`src/rtl/digit_scan_ctrl.sv`:
```
// Two-digit display scan controller: latches a digit pair once per frame and
// sequences mux select plus active-low anode enables with blanking gaps.
module digit_scan_ctrl #(
  parameter int DIV       = 100000,
  parameter int BLANK_CYC = 1000
) (
  input  logic       clk,
  input  logic       rst,
  input  logic       en,
  input  logic [3:0] digit0_in,
  input  logic [3:0] digit1_in,
  input  logic       lz_blank,
  output logic [3:0] digit0_q,
  output logic [3:0] digit1_q,
  output logic       sel,
  output logic [1:0] an,
  output logic       blank,
  output logic       frame_start
);

  localparam int MAX_LEN = (DIV > BLANK_CYC) ? DIV : BLANK_CYC;
  localparam int CW      = (MAX_LEN > 1) ? $clog2(MAX_LEN) : 1;
  localparam logic [CW-1:0] DIV_LAST   = CW'(DIV - 1);
  localparam logic [CW-1:0] BLANK_LAST = CW'(BLANK_CYC - 1);

  generate
    if (DIV < 1 || BLANK_CYC < 1) begin : g_bad_params
      $error("digit_scan_ctrl: DIV and BLANK_CYC must both be >= 1");
    end
  endgenerate

  typedef enum logic [1:0] {
    S_SHOW0 = 2'd0,
    S_GAP0  = 2'd1,
    S_SHOW1 = 2'd2,
    S_GAP1  = 2'd3
  } state_e;

  state_e          state_q, state_d;
  logic [CW-1:0]   cnt_q, cnt_d;
  logic            phase_last;

  logic [3:0]      digit0_d, digit1_d;
  logic            lz_q, lz_d;
  logic            sel_q, sel_d;
  logic [1:0]      an_q, an_d;
  logic            blank_q, blank_d;
  logic            frame_start_q, frame_start_d;
  logic            frame_load;
  logic            suppress1;

  // State register
  always_ff @(posedge clk or posedge rst) begin
    if (rst) begin
      state_q <= S_GAP1;
      cnt_q   <= '0;
    end else begin
      state_q <= state_d;
      cnt_q   <= cnt_d;
    end
  end

  // Next-state logic
  always_comb begin
    state_d    = state_q;
    cnt_d      = cnt_q;
    phase_last = 1'b0;
    case (state_q)
      S_SHOW0, S_SHOW1: phase_last = (cnt_q == DIV_LAST);
      default:          phase_last = (cnt_q == BLANK_LAST);
    endcase
    if (en) begin
      if (phase_last) begin
        cnt_d = '0;
        case (state_q)
          S_SHOW0: state_d = S_GAP0;
          S_GAP0:  state_d = S_SHOW1;
          S_SHOW1: state_d = S_GAP1;
          default: state_d = S_SHOW0;
        endcase
      end else begin
        cnt_d = cnt_q + 1'b1;
      end
    end
  end

  // Output logic; outputs trail the state by one cycle, so the first
  // enabled cycle spent in SHOW0 is what launches the frame.
  always_comb begin
    frame_load    = en && (state_q == S_SHOW0) && (cnt_q == '0);
    suppress1     = lz_q && (digit1_q == 4'd0);
    frame_start_d = frame_load;
    digit0_d      = frame_load ? digit0_in : digit0_q;
    digit1_d      = frame_load ? digit1_in : digit1_q;
    lz_d          = frame_load ? lz_blank  : lz_q;
    sel_d         = sel_q;
    an_d          = an_q;
    blank_d       = blank_q;
    if (en) begin
      case (state_q)
        S_SHOW0: begin
          sel_d   = 1'b0;
          an_d    = 2'b10;
          blank_d = 1'b0;
        end
        S_GAP0: begin
          sel_d   = 1'b1;
          an_d    = 2'b11;
          blank_d = 1'b1;
        end
        S_SHOW1: begin
          // Select stays on digit 1 even when it is suppressed
          sel_d   = 1'b1;
          an_d    = suppress1 ? 2'b11 : 2'b01;
          blank_d = suppress1;
        end
        default: begin
          sel_d   = 1'b0;
          an_d    = 2'b11;
          blank_d = 1'b1;
        end
      endcase
    end
  end

  always_ff @(posedge clk or posedge rst) begin
    if (rst) begin
      digit0_q      <= 4'd0;
      digit1_q      <= 4'd0;
      lz_q          <= 1'b0;
      sel_q         <= 1'b0;
      an_q          <= 2'b11;
      blank_q       <= 1'b1;
      frame_start_q <= 1'b0;
    end else begin
      digit0_q      <= digit0_d;
      digit1_q      <= digit1_d;
      lz_q          <= lz_d;
      sel_q         <= sel_d;
      an_q          <= an_d;
      blank_q       <= blank_d;
      frame_start_q <= frame_start_d;
    end
  end

  assign sel         = sel_q;
  assign an          = an_q;
  assign blank       = blank_q;
  assign frame_start = frame_start_q;

endmodule
```
`config.mk`:
```
export PLATFORM = sky130hd
export DESIGN_NAME = digit_scan_ctrl
export DESIGN_NICKNAME = d
export VERILOG_FILES = /design/src/rtl/digit_scan_ctrl.sv
export SDC_FILE = /design/constraint.sdc
export NUM_CORES = 1
export LEC_CHECK = 0
export ABC_AREA = 1
export CORE_MARGIN = 2
export CORE_UTILIZATION = 39
export DETAILED_ROUTE_END_ITERATION = 8
export PLACE_DENSITY = 0.59
export SYNTH_ARGS = -nofsm -noshare
export SYNTH_HDL_FRONTEND = slang
export SYNTH_SLANG_ARGS = --single-unit
```
`constraint.sdc`:
```
create_clock -name clk -period 4.3 [get_ports clk]
set_input_delay 0.86 -clock clk [delete_from_list [all_inputs] [get_ports clk]]
set_output_delay 0.86 -clock clk [all_outputs]
set_load 0.005 [all_outputs]
```
Word level (Yosys, flattened, before mapping)
Cells that the tools add are included.
{"block": "totals", "input_bits": 12, "reg_bits": 33, "output_inout_bits": 13, "word_cells": 30}
{"block": "op_classes", "n_eq_ne": 4, "mux": 7, "reduce_logical": 9, "add_sub_neg": 1}
{"cell": "adder 17 x 1 -> 17 bit (second input constant)", "count": 1}
{"cell": "== test 17 x 10 -> 1 bit (second input constant)", "count": 1}
{"cell": "== test 17 bit (second input constant)", "count": 1}
{"cell": "zero test 17 bit", "count": 1}
{"cell": "2-to-1 mux 17 bit", "count": 1}
{"cell": "one-hot mux 2 bit (3 select lines)", "count": 1}
{"cell": "zero test 4 bit", "count": 1}
{"cell": "one-hot mux 2 bit (2 select lines)", "count": 1}
{"cell": "OR reduction 2 bit", "count": 2}
{"cell": "logical AND 1 bit", "count": 3}
{"cell": "== test 2 x 1 -> 1 bit (second input constant)", "count": 1}
{"cell": "== test 2 bit (second input constant)", "count": 1}
{"cell": "zero test 2 bit", "count": 1}
{"cell": "2-to-1 mux 1 bit", "count": 2}
{"cell": "2-to-1 mux 2 bit", "count": 1}
{"cell": "one-hot mux 1 bit (2 select lines)", "count": 1}
{"cell": "AND reduction 2 bit", "count": 1}

Logic depth before layout (Yosys ltp)
Gate-level depths: netlist of the first run.
{"block": "depth", "word_depth": 4, "depth_mapped": 11, "ltp_nobuf": 11}

Least setup slack after synthesis of the first run
OpenSTA, ideal clock, no wires.
{"block": "synth_path", "path_kind": "input to register", "startpoint": "input port en", "endpoint": "register cnt_q[7]", "slack_ps": 2553, "stages": 8, "setup_time_ps": 113, "arrival_time_ps": 1634, "n_path_buf": 1, "cell_sequence": "inv_1 -> buf_2 -> nor2_1 -> nand3_1 -> xor2_1 -> clkinv_1 -> nand2_1 -> inv_1"}
{"element": "start: declaration", "line_no": "9", "text": "input logic en,"}
{"element": "end signal: assignment", "line_no": "59", "text": "cnt_q <= cnt_d;"}
{"element": "end: declaration", "line_no": "40", "text": "logic [CW-1:0] cnt_q, cnt_d;"}

==> summary.txt, run 1 <==
Run status
  • Outcome: finished, final reports clean

Detailed routing
  • Routed wire length: 3.96 mm
  • Initial DRC Count: 86
  • Via-to-Cell Ratio: 4.77
  • ANT nets after route: 0
  • First-pass DRT Iterations: 5
  • DR vias: 1,617
  • Routed len/inst: 11.7 um
  • # DRC: 0

Timing
  • Period utilisation layout: 59.5%
  • Sum of negative setup slack: 0 ns
  • Final setup fails: 0
  • Min Hold Slack: 0.465 ns
  • Final Hold Fails: 0
  • RSZ-0062 raised after global routing: false
  • Final setup margin: 1.74 ns
  • Achievable Freq: 391 MHz
  • Normalized max-slew margin: 67.8%
  • Max Slew Vio Count: 0
  • Final Critical Period: 2.56 ns
  • Clock skew: 0.00689 ns
  • Worst-Margin Slew: 0.482 ns

Clock tree
  • Clock sinks: 33
  • Postcts setup bufs: 0
  • Clock Pin Slew Worst Setup and Hold Paths: 0.07 ns
  • CTS tree: done
  • Hold_buf cts: 0
  • CTS Buffer Depth: 2
  • Clk Tree Root Cell: clkbuf_8
  • PostCTS Resize Cnt: 0
  • Clock insertion delay at the later pin of the skew report: 0.28 ns
  • # H-tree levels: 2
  • Num CTS Buffers: 5

GRT
  • GRT Util Overall: 16.8%
  • Initial antenna violation count: 0
  • Largest net degree at the start of global routing: 34
  • Total congestion overflow: 0
  • First-pass GRT wire length: 6.94 mm
  • Vias in the first global route: 1,475

Worst setup path
  • Critical R2R Launch: state_q[0]$_DFFE_PP1P_
  • R2r endpoint: cnt_q[15]$_DFFE_PP0P_
  • Slowest CP cell: clkdlybuf4s50_1
  • Slowest cell delay on critical path: slightly below 0.8 ns
  • Crit-path leading delay family: buffers and inverters
  • Reg2reg path depth: 10
  • Req. time, crit path: 4.47 ns
  • Critical path, cell by cell: clkdlybuf4s50_1 -> inv_1 -> nor2_2 -> nand2_2 -> inv_2 -> nand2_2 -> nor2_2 -> xor2_1 -> inv_1
  • Worst Setup Start Kind: input port
  • Stages on the worst setup path: 9
  • Worst Path Arrival: 2.73 ns
  • Crit path kind: in -> reg
  • Crit-path max FO: 13
  • CP bufs+invs: 4
  • CP Capture Type: flip-flop
  • R2R Setup Slk: 2.42 ns

Logic synthesis
  • Yosys reg bits: 33
  • Syn nets: 272
  • Number of synthesis warnings: 0
  • Sequential area share after synthesis: 43.9%
  • Syn_area_per_cell: 7.43 um^2
  • Synth Cell Area: 1890 um^2
  • EDFF count, synth: 0
  • FFs w/ async S/R, synth: between 90% and 100%
  • Library cells used by synthesis: 24
  • Post-Synthesis Cells: between 200 and 300
  • Top_reg_cell synth: dfrtp_1

Placement
  • IO Port Bufs: 24
  • DP HPWL: 3.00 mm
  • Post-Place Cells: 331
  • GPL Wtd Cong: 0.866
  • Post-place setup slack: 1.43 ns

Cells and area
  • Layout net count: ~300
  • Share of layout cells above drive strength 1: 11.6%
  • Syn-to-layout area delta: 21.7%
  • Fin util: a little under 50%
  • Fin cells: between 300 and 400
  • Diode count: 0

Hold path
  • WHS Path Cells: 2
  • WHS Endpoint: state_q[0]$_DFFE_PP1P_
  • Hold Crit Class: reg -> reg
  • HP Start: state_q[0]$_DFFE_PP1P_

Power and ir drop
  • Leakage: between 1 and 1.5 nW
  • Peak supply drop: 0.137 mV
  • PD cells: 342 nW/um^2

Run
  • MaxCap Viol Count: 0

Die
  • Number of cell rows: 25
  • Die Span Y: roughly 74 um
  • Die width: 73.7 um
  • Starting Density: 40.4%
  • IO Pins: 25
  • Die area: 5430 um^2
  • Core ar.: 4690 um^2
## cell usage after synthesis (2+ instances only)
cell | number | area [um^2]
nand2_1 | 79 | 297
inv_1 | 36 | 135
nor2_1 | 31 | 116
dfrtp_1 | 28 | 701
nand3_1 | 17 | 85.1
xor2_1 | 9 | 78.8
nand4_1 | 6 | 37.5
nor3_1 | 6 | 30.0
a21oi_1 | 5 | 25.0
dfstp_2 | 5 | 131
ha_1 | 5 | 62.6
inv_2 | 5 | 18.8
nor2_2 | 5 | 31.3
nand2_2 | 3 | 18.8
o21ai_0 | 3 | 15.0
buf_2 | 2 | 10.0
nor2_4 | 2 | 22.5
nor3_2 | 2 | 20.0
## sequential cells by signal, summed over array words and instances (netlist names)
name         count
digit1_q         4
state_q          2
frame_start      1
blank            1
cnt_q           17
lz_q             1
an               2
digit0_q         4
sel              1
## worst min-delay path: stages, from the launching register on
cell and delay [ns]:
dfstp_2 0.37, nand2_1 0.05, nand2_1 0.04
## worst max-delay path by stage
stage          start               endpoint
2_1_floorplan     en   cnt_q[7]$_DFFE_PP0P_
3_3_place_gp      en  cnt_q[14]$_DFFE_PP0P_
3_5_place_dp      en  cnt_q[14]$_DFFE_PP0P_
4_1_cts           en  cnt_q[14]$_DFFE_PP0P_
5_1_grt           en  cnt_q[14]$_DFFE_PP0P_
6_report          en  cnt_q[14]$_DFFE_PP0P_
## layer usage
metal	up-vias	part of all wire (%)	global-route usage, %
met5	-	0	0
met4	0	1.8	6.46
met3	6	4.4	4.80
met2	33	46	25.9
met1	742	48	22.1
li1	836	-	-
## per-stage QoR
stage               instance area, um^2  total power, mW
detailed placement                 2190            0.495
floorplan                          1890            0.457
global route                       2300            0.842
global placement                   2190            0.494
CTS                                2300            0.800
finish                             2300            0.788
## report_power, final
group | switching, mW | internal [mW] | leakage, nW
Sequential | 0.0363 | 0.336 | 0.402
Combinational | 0.0679 | 0.0474 | 0.717
Clock | 0.111 | 0.189 | 0.0585
## kinds of logic after synthesis
logic type / after synthesis / synth area share (%)
AOI/OAI and AO/OA: 10 / 2.97
adders and majority gates: 5 / 3.30
xor gates and xnor gates: 9 / 4.16
DFF: 33 / 43.9
and+or+nand+nor: 153 / 36.2
buffers and inverters: 45 / 9.45
## placed cells by master (no fill, tap or decap), types with 2 or more instances in the layout
cell type / count
nand2_2: 3
inv_2: 5
nand3_1: 17
clkdlybuf4s50_1: 24
nand2_1: 79
nor2_2: 5
nor2_1: 31
xor2_1: 9
nor3_2: 2
dfrtp_1: 28
dfstp_2: 5
a21oi_1: 5
nand4_1: 6
nor3_1: 6
o21ai_0: 3
ha_1: 5
clkbuf_8: 6
nor2_4: 2
inv_1: 36
## layout make-up
cell class	count	area, um^2
multi-input cells	177	883
fillers	480	2390
clock inverters	1	30.0
well taps	54	67.6
clock buffers	7	86.3
inverters	42	158
repair buffers	25	248
flip-flops and latches	33	832
(Power assumes the default switching activity.)
==> run 2, diff against run 1 <==
==> constraint.sdc (replaced) <==
create_clock -name clk -period 2.45 [get_ports clk]
set_input_delay 0.49 -clock clk [delete_from_list [all_inputs] [get_ports clk]]
set_output_delay 0.49 -clock clk [all_outputs]
set_load 0.005 [all_outputs]
==> summary.txt, run 2 (synthesis gave the netlist of run 1 again) <==
Cells and area
  • Post-Layout Inst Area: 2320 um^2 (+0.65%)
  • Layout net count: 303 (+0.66%)
  • # fillers: 466 (-2.9%)
  • Most frequent cells in the layout: 79 x nand2_1, 36 x inv_1, 31 x nor2_1
  • Fin util: 49.4% (+0.32 points)
  • Commonest non-fill, non-tap cell in the layout: nand2_1
  • Share of layout cells above drive strength 1: 12.2% (+0.62 points)
  • Syn-to-layout area delta: 22.5%
  • Largest Register: cnt_q
  • Max FFs per register: 17 (unchanged)
  • Biggest regs: cnt_q x17, digit0_q x4, digit1_q x4
  • Diode count: 0 (unchanged)

GRT
  • GR met1 Demand/Resource: 21.5% (-0.66 points)
  • Vias in the first global route: 1,479 (+0.27%)
  • First-pass GRT wire length: 6.75 mm (-2.8%)
  • GRT Util Overall: 16.4% (-0.40 points)
  • Largest net degree at the start of global routing: 34 (unchanged)
  • Total congestion overflow: 0 (unchanged)
  • Busiest grt layer: met2
  • Met2 GRT Util: 25.8% (-0.099 points)
  • Met3 usage: 4.80% (unchanged)
  • Initial antenna violation count: 0 (unchanged)

Timing
  • Normalized max-slew margin: 71.7% (+3.9 points)
  • Max Slew Vio Count: 0 (unchanged)
  • Final Critical Period: 1.89 ns
  • Worst-Margin Slew: 0.425 ns (-0.0565 ns)
  • Period utilisation layout: 77.3%
  • Sum of negative setup slack: 0 ns (unchanged)
  • Final setup fails: 0 (unchanged)
  • RSZ-0062 raised after global routing: false
  • Achievable Freq: about 530 MHz
  • Final Hold Fails: 0 (unchanged)
  • Clock skew: 0.00599 ns (-0.000892 ns)

Worst setup path
  • CP Capture Type: flip-flop
  • Req. time, crit path: 2.62 ns (-1.85 ns)
  • CP bufs+invs: 3 (-1)
  • Worst Setup Start Kind: flip-flop
  • Most frequent CP cell: inv_1
  • Slowest CP cell: dfstp_2
  • Stages on the worst setup path: 10 (+1)
  • Slowest cell delay on critical path: 0.53 ns (-0.24 ns)
  • Worst Path Arrival: 2.07 ns (-0.66 ns)
  • Crit-path max FO: 9 (-4)
  • Reg2reg path depth: 10 (unchanged)
  • Critical path, cell by cell: inv_1 -> ha_1 -> nor2_4 -> nand2_1 -> nand2_1 -> inv_1 -> nor2_2 -> nand3_4 -> o21ai_2 -> inv_1
  • Crit path kind: reg -> reg
  • Crit-path leading delay family: simple AND/OR/NAND/NOR gates

Die
  • Die Span Y: 73.7 um (unchanged)
  • Starting Density: 40.4% (unchanged)
  • Die area: 5430 um^2 (unchanged)
  • Number of cell rows: 25 (unchanged)
  • Core ar.: 4690 um^2 (unchanged)
  • IO Pins: 25 (unchanged)
  • Die width: 73.7 um (unchanged)

Clock tree
  • # H-tree levels: 2 (unchanged)
  • Clk Tree Root Cell: clkbuf_8
  • Clock sinks: 33 (unchanged)
  • PostCTS Resize Cnt: 0 (unchanged)
  • Hold_buf cts: 0 (unchanged)
  • CTS tree: done
  • Clock Pin Slew Worst Setup and Hold Paths: 0.07 ns (about the same)
  • Num CTS Buffers: 5 (unchanged)
  • Clock insertion delay at the later pin of the skew report: 0.28 ns (about the same)
  • CTS Buffer Depth: 2 (unchanged)
  • Postcts setup bufs: 0 (unchanged)

Hold path
  • WHS Path Cells: 2 (unchanged)
  • Hold Crit Class: reg -> reg

Detailed routing
  • # DRC: 0 (unchanged)
  • Initial DRC Count: 79 (-8.1%)
  • First-pass DRT Iterations: 4 (-1)
  • DR vias: 1,611 (-0.37%)
  • Routed wire length: 4.04 mm (+2.0%)
  • Via-to-Cell Ratio: 4.72 (-0.96%)
  • Routed len/inst: 11.8 um (+1.4%)
  • ANT nets after route: 0 (unchanged)

Placement
  • GPL Wtd Cong: 0.829 (-4.2%)
  • DP HPWL: 2.99 mm (-0.29%)
  • IO Port Bufs: 24 (unchanged)
  • Area after DPL: 2200 um^2 (+0.69%)

Power and ir drop
  • PD cells: 598 nW/um^2 (+75%)
  • Total chip power: 1.39 mW (+76%)
  • Peak supply drop: 0.216 mV (+58%)
  • Leakage: 1.19 nW (+0.82%)

Run status
  • Outcome: finished, final reports clean

Run
  • MaxCap Viol Count: 0 (unchanged)
run 2: cell types whose count changed in the layout (fill, tap and decap cells not counted):
cell / previous run / this run
buf_4: 1 / 3
run 2: tightest hold or removal path, cell delays in order (launching register included):
cell	delay (ns)
dfstp_2	0.37
nand2_1	0.05
nand2_1	0.04
run 2: area by class of cell:
cell class / instances / area (um^2) / area share, %
clock buffers: 7 / 86.3 / 3.72
clock inverters: 1 / 30.0 / 1.29
inverters: 42 / 158 / 6.80
multi-input cells: 177 / 883 / 38.1
flip-flops and latches: 33 / 832 / 35.9
well taps: 54 / 67.6 / 2.91
repair buffers: 27 / 263 / 11.3
run 2: per-layer routing:
metal / vias to the layer above / part of all wire, %
met2: 32 / 47
met4: 0 / 1.4
li1: 842 / -
met3: 5 / 4.4
met5: - / 0
met1: 732 / 47
run 2: per-stage QoR:
stage / hold WS, ns / std cells / setup slack (ns)
after detailed placement: 0.457 / 333 / 0.497
after CTS: 0.469 / 341 / 0.537
after global routing: 0.485 / 341 / 0.398
final: 0.465 / 341 / 0.556
after global placement: 0.455 / 333 / 0.525
after floorplan: 0.444 / 255 / 0.804
run 2: worst paths after layout:
path / from / endpoint / slack (ns)
max: state_q[0]$_DFFE_PP1P_ / cnt_q[6]$_DFFE_PP0P_ / 0.56
min: blank$_DFFE_PP1P_ / blank$_DFFE_PP1P_ / 0.47
max reg2reg: state_q[0]$_DFFE_PP1P_ / cnt_q[6]$_DFFE_PP0P_ / 0.56
min reg2reg: blank$_DFFE_PP1P_ / blank$_DFFE_PP1P_ / 0.47
max in group asynchronous: rst / state_q[0]$_DFFE_PP1P_ / 1.52
min in group asynchronous: rst / digit0_q[3]$_DFFE_PP0P_ / 0.59
run 2: where the power goes:
group | leakage [nW] | internal, mW | switching (mW)
sequential | 0.402 | 0.590 | 0.0627
combinational | 0.726 | 0.0849 | 0.120
clock | 0.0585 | 0.332 | 0.199
==> run 3, diff against run 2 <==
==> constraint.sdc (replaced) <==
create_clock -name clk -period 1.8 [get_ports clk]
set_input_delay 0.36 -clock clk [delete_from_list [all_inputs] [get_ports clk]]
set_output_delay 0.36 -clock clk [all_outputs]
set_load 0.005 [all_outputs]
==> summary.txt, run 3 (synthesis gave the netlist of run 1 again) <==
Cells and area
  • Biggest regs: cnt_q x17, digit0_q x4, digit1_q x4
  • # fillers: 459 (-1.5%)
  • Layout net count: 319 (+5.3%)
  • Commonest non-fill, non-tap cell in the layout: nand2_1
  • Largest Register: cnt_q
  • Diode count: 0 (unchanged)
  • Max FFs per register: 17 (unchanged)
  • Share of layout cells above drive strength 1: 21.1% (+8.9 points)
  • Syn-to-layout area delta: 31.4%
  • Most frequent cells in the layout: 72 x nand2_1, 34 x inv_1, 30 x nor2_1
  • Post-Layout Inst Area: 2490 um^2 (+7.3%)

Hold path
  • Hold Crit Class: in -> async

Clock tree
  • Clk Tree Root Cell: clkbuf_8
  • Clock insertion delay at the later pin of the skew report: 0.29 ns (about the same)
  • Clock sinks: 33 (unchanged)
  • CTS Buffer Depth: 2 (unchanged)
  • Num CTS Buffers: 5 (unchanged)
  • # H-tree levels: 2 (unchanged)
  • Clock Pin Slew Worst Setup and Hold Paths: 0.07 ns (about the same)
  • Hold_buf cts: 0 (unchanged)
  • CTS tree: done

Die
  • Die width: 73.7 um (unchanged)
  • IO Pins: 25 (unchanged)
  • Starting Density: 40.4% (unchanged)
  • Die area: 5430 um^2 (unchanged)
  • Die Span Y: 73.7 um (unchanged)
  • Core ar.: 4690 um^2 (unchanged)
  • Number of cell rows: 25 (unchanged)

GRT
  • Vias in the first global route: 1,554 (+5.1%)
  • Largest net degree at the start of global routing: 34 (unchanged)
  • Total congestion overflow: 0 (unchanged)
  • GRT Util Overall: 17.4% (+1.0 points)
  • Initial antenna violation count: 0 (unchanged)
  • First-pass GRT wire length: 7.22 mm (+7.1%)

Placement
  • Area after DPL: 2320 um^2 (+5.3%)
  • IO Port Bufs: 24 (unchanged)
  • Post-place setup slack: -0.0644 ns (-0.561 ns)
  • GPL Wtd Cong: 0.846 (+2.1%)
  • DP HPWL: 3.16 mm (+5.8%)

Power and ir drop
  • Clock power share: 31.4% (-6.8 points)
  • Sequential share of power: 50.9% (+3.9 points)
  • Internal power: 1.20 mW (+19%)
  • PD cells: 704 nW/um^2 (+18%)
  • Psw: 0.554 mW (+45%)
  • Peak supply drop: 0.316 mV (+46%)
  • Logic pwr share: 17.7% (+3.0 points)
  • Leakage: 1.25 nW (+5.8%)
  • Sw Share: 31.6% (+4.1 points)

Worst setup path
  • R2R Setup Slk: 0.09 ns (-0.47 ns)
  • Worst Setup Start Kind: flip-flop
  • Worst Path Arrival: 1.89 ns (-0.18 ns)
  • CP Capture Type: flip-flop
  • Req. time, crit path: 1.98 ns (-0.64 ns)
  • Slowest CP cell: dfstp_2
  • Crit-path max FO: 6 (-3)
  • Slowest cell delay on critical path: 0.57 ns (+0.04 ns)
  • Crit path kind: reg -> reg
  • Critical path, cell by cell: inv_1 -> ha_4 -> nor2_4 -> nand2_1 -> nand2_2 -> inv_2 -> nor2_4 -> nand3_4 -> nand2_1 -> inv_1

Timing
  • Sum of negative setup slack: 0 ns (unchanged)
  • Final Hold Fails: 0 (unchanged)
  • Normalized max-slew margin: 76.8% (+5.2 points)
  • Clock skew: 0.00714 ns (+0.00114 ns)
  • Period utilisation layout: 95.1% (+18 points)
  • Final setup fails: 0 (unchanged)
  • Final setup margin: 0.0879 ns (-0.468 ns)
  • Max Slew Vio Count: 0 (unchanged)
  • Achievable Freq: 584 MHz (+11%)
  • Worst-Margin Slew: 0.345 ns (-0.0805 ns)
  • Final Critical Period: 1.71 ns (-0.182 ns)

Run
  • MaxCap Viol Count: 0 (unchanged)

Detailed routing
  • Routed wire length: 4.46 mm (+10%)
  • # DRC: 0 (unchanged)
  • Routed len/inst: 12.5 um (+5.4%)
  • ANT nets after route: 0 (unchanged)
  • Initial DRC Count: 128 (+62%)
  • First-pass DRT Iterations: 4 (unchanged)
  • Via-to-Cell Ratio: 4.77 (+1.0%)
  • DR vias: 1,704 (+5.8%)

Run status
  • Outcome: finished, final reports clean
[run 3: timing repair]
action | in CTS | in global routing
resized for setup | 0 | 18
setup buffers | 0 | 1
endpoints found under the setup margin | 0 | 15
[run 3: path summary, 6_finish.rpt]
| check | cells after the start | endpoint | start |
|---|---|---|---|
| max | 10 | cnt_q[5]$_DFFE_PP0P_ | state_q[1]$_DFFE_PP1P_ |
| min | 3 | digit0_q[3]$_DFFE_PP0P_ | rst |
| max reg2reg | 10 | cnt_q[5]$_DFFE_PP0P_ | state_q[1]$_DFFE_PP1P_ |
| min reg2reg | 2 | blank$_DFFE_PP1P_ | blank$_DFFE_PP1P_ |
| max in group asynchronous | 3 | an[0]$_DFFE_PP1P_ | rst |
| min in group clk | 2 | blank$_DFFE_PP1P_ | blank$_DFFE_PP1P_ |
[run 3: cell type report]
type | count | area, um^2 | area share [%]
multi-input combinational | 178 | 961 | 38.6
timing repair buffer | 42 | 388 | 15.6
clock inverter | 2 | 10.0 | 0.402
tap | 54 | 67.6 | 2.71
clock buffer | 6 | 72.6 | 2.92
sequential | 33 | 832 | 33.4
inverter | 42 | 158 | 6.33
[run 3: power by group through the flow]
stage | clock network (mW) | registers (mW) | logic [mW]
floorplan | 0 | 0.880 | 0.211
global placement | 0 | 0.905 | 0.295
detailed placement | 0 | 0.903 | 0.294
CTS | 0.574 | 0.890 | 0.297
global route | 0.606 | 0.902 | 0.351
finish | 0.551 | 0.892 | 0.310
[run 3: worst max-delay path, delay by kind of cell, from the launching register on]
| kind | cells | cell delay (ns) |
|---|---|---|
| fa+ha+maj | 1 | 0.18 |
| buf+inv | 3 | 0.18 |
| flops | 1 | 0.57 |
| simple gates | 6 | 0.67 |
[run 3: layer usage]
| layer | wire (um) | up-vias | GRT usage, % |
|---|---|---|---|
| li1 | - | 883 | - |
| met1 | 2130 | 781 | 23.8 |
| met2 | 2050 | 35 | 26.7 |
| met3 | 211 | 5 | 3.98 |
| met4 | 65 | 0 | 6.67 |
| met5 | 0 | - | 0 |
[run 3: per-stage QoR]
step	hold slack (ns)	util [%]	total power, mW	cells
finish	0.405	53.0	1.75	357
global route	0.453	53.0	1.86	357
CTS	0.407	51.2	1.76	355
detailed placement	0.461	49.5	1.20	347
global placement	0.456	49.5	1.20	347
floorplan	0.444	-	1.09	255
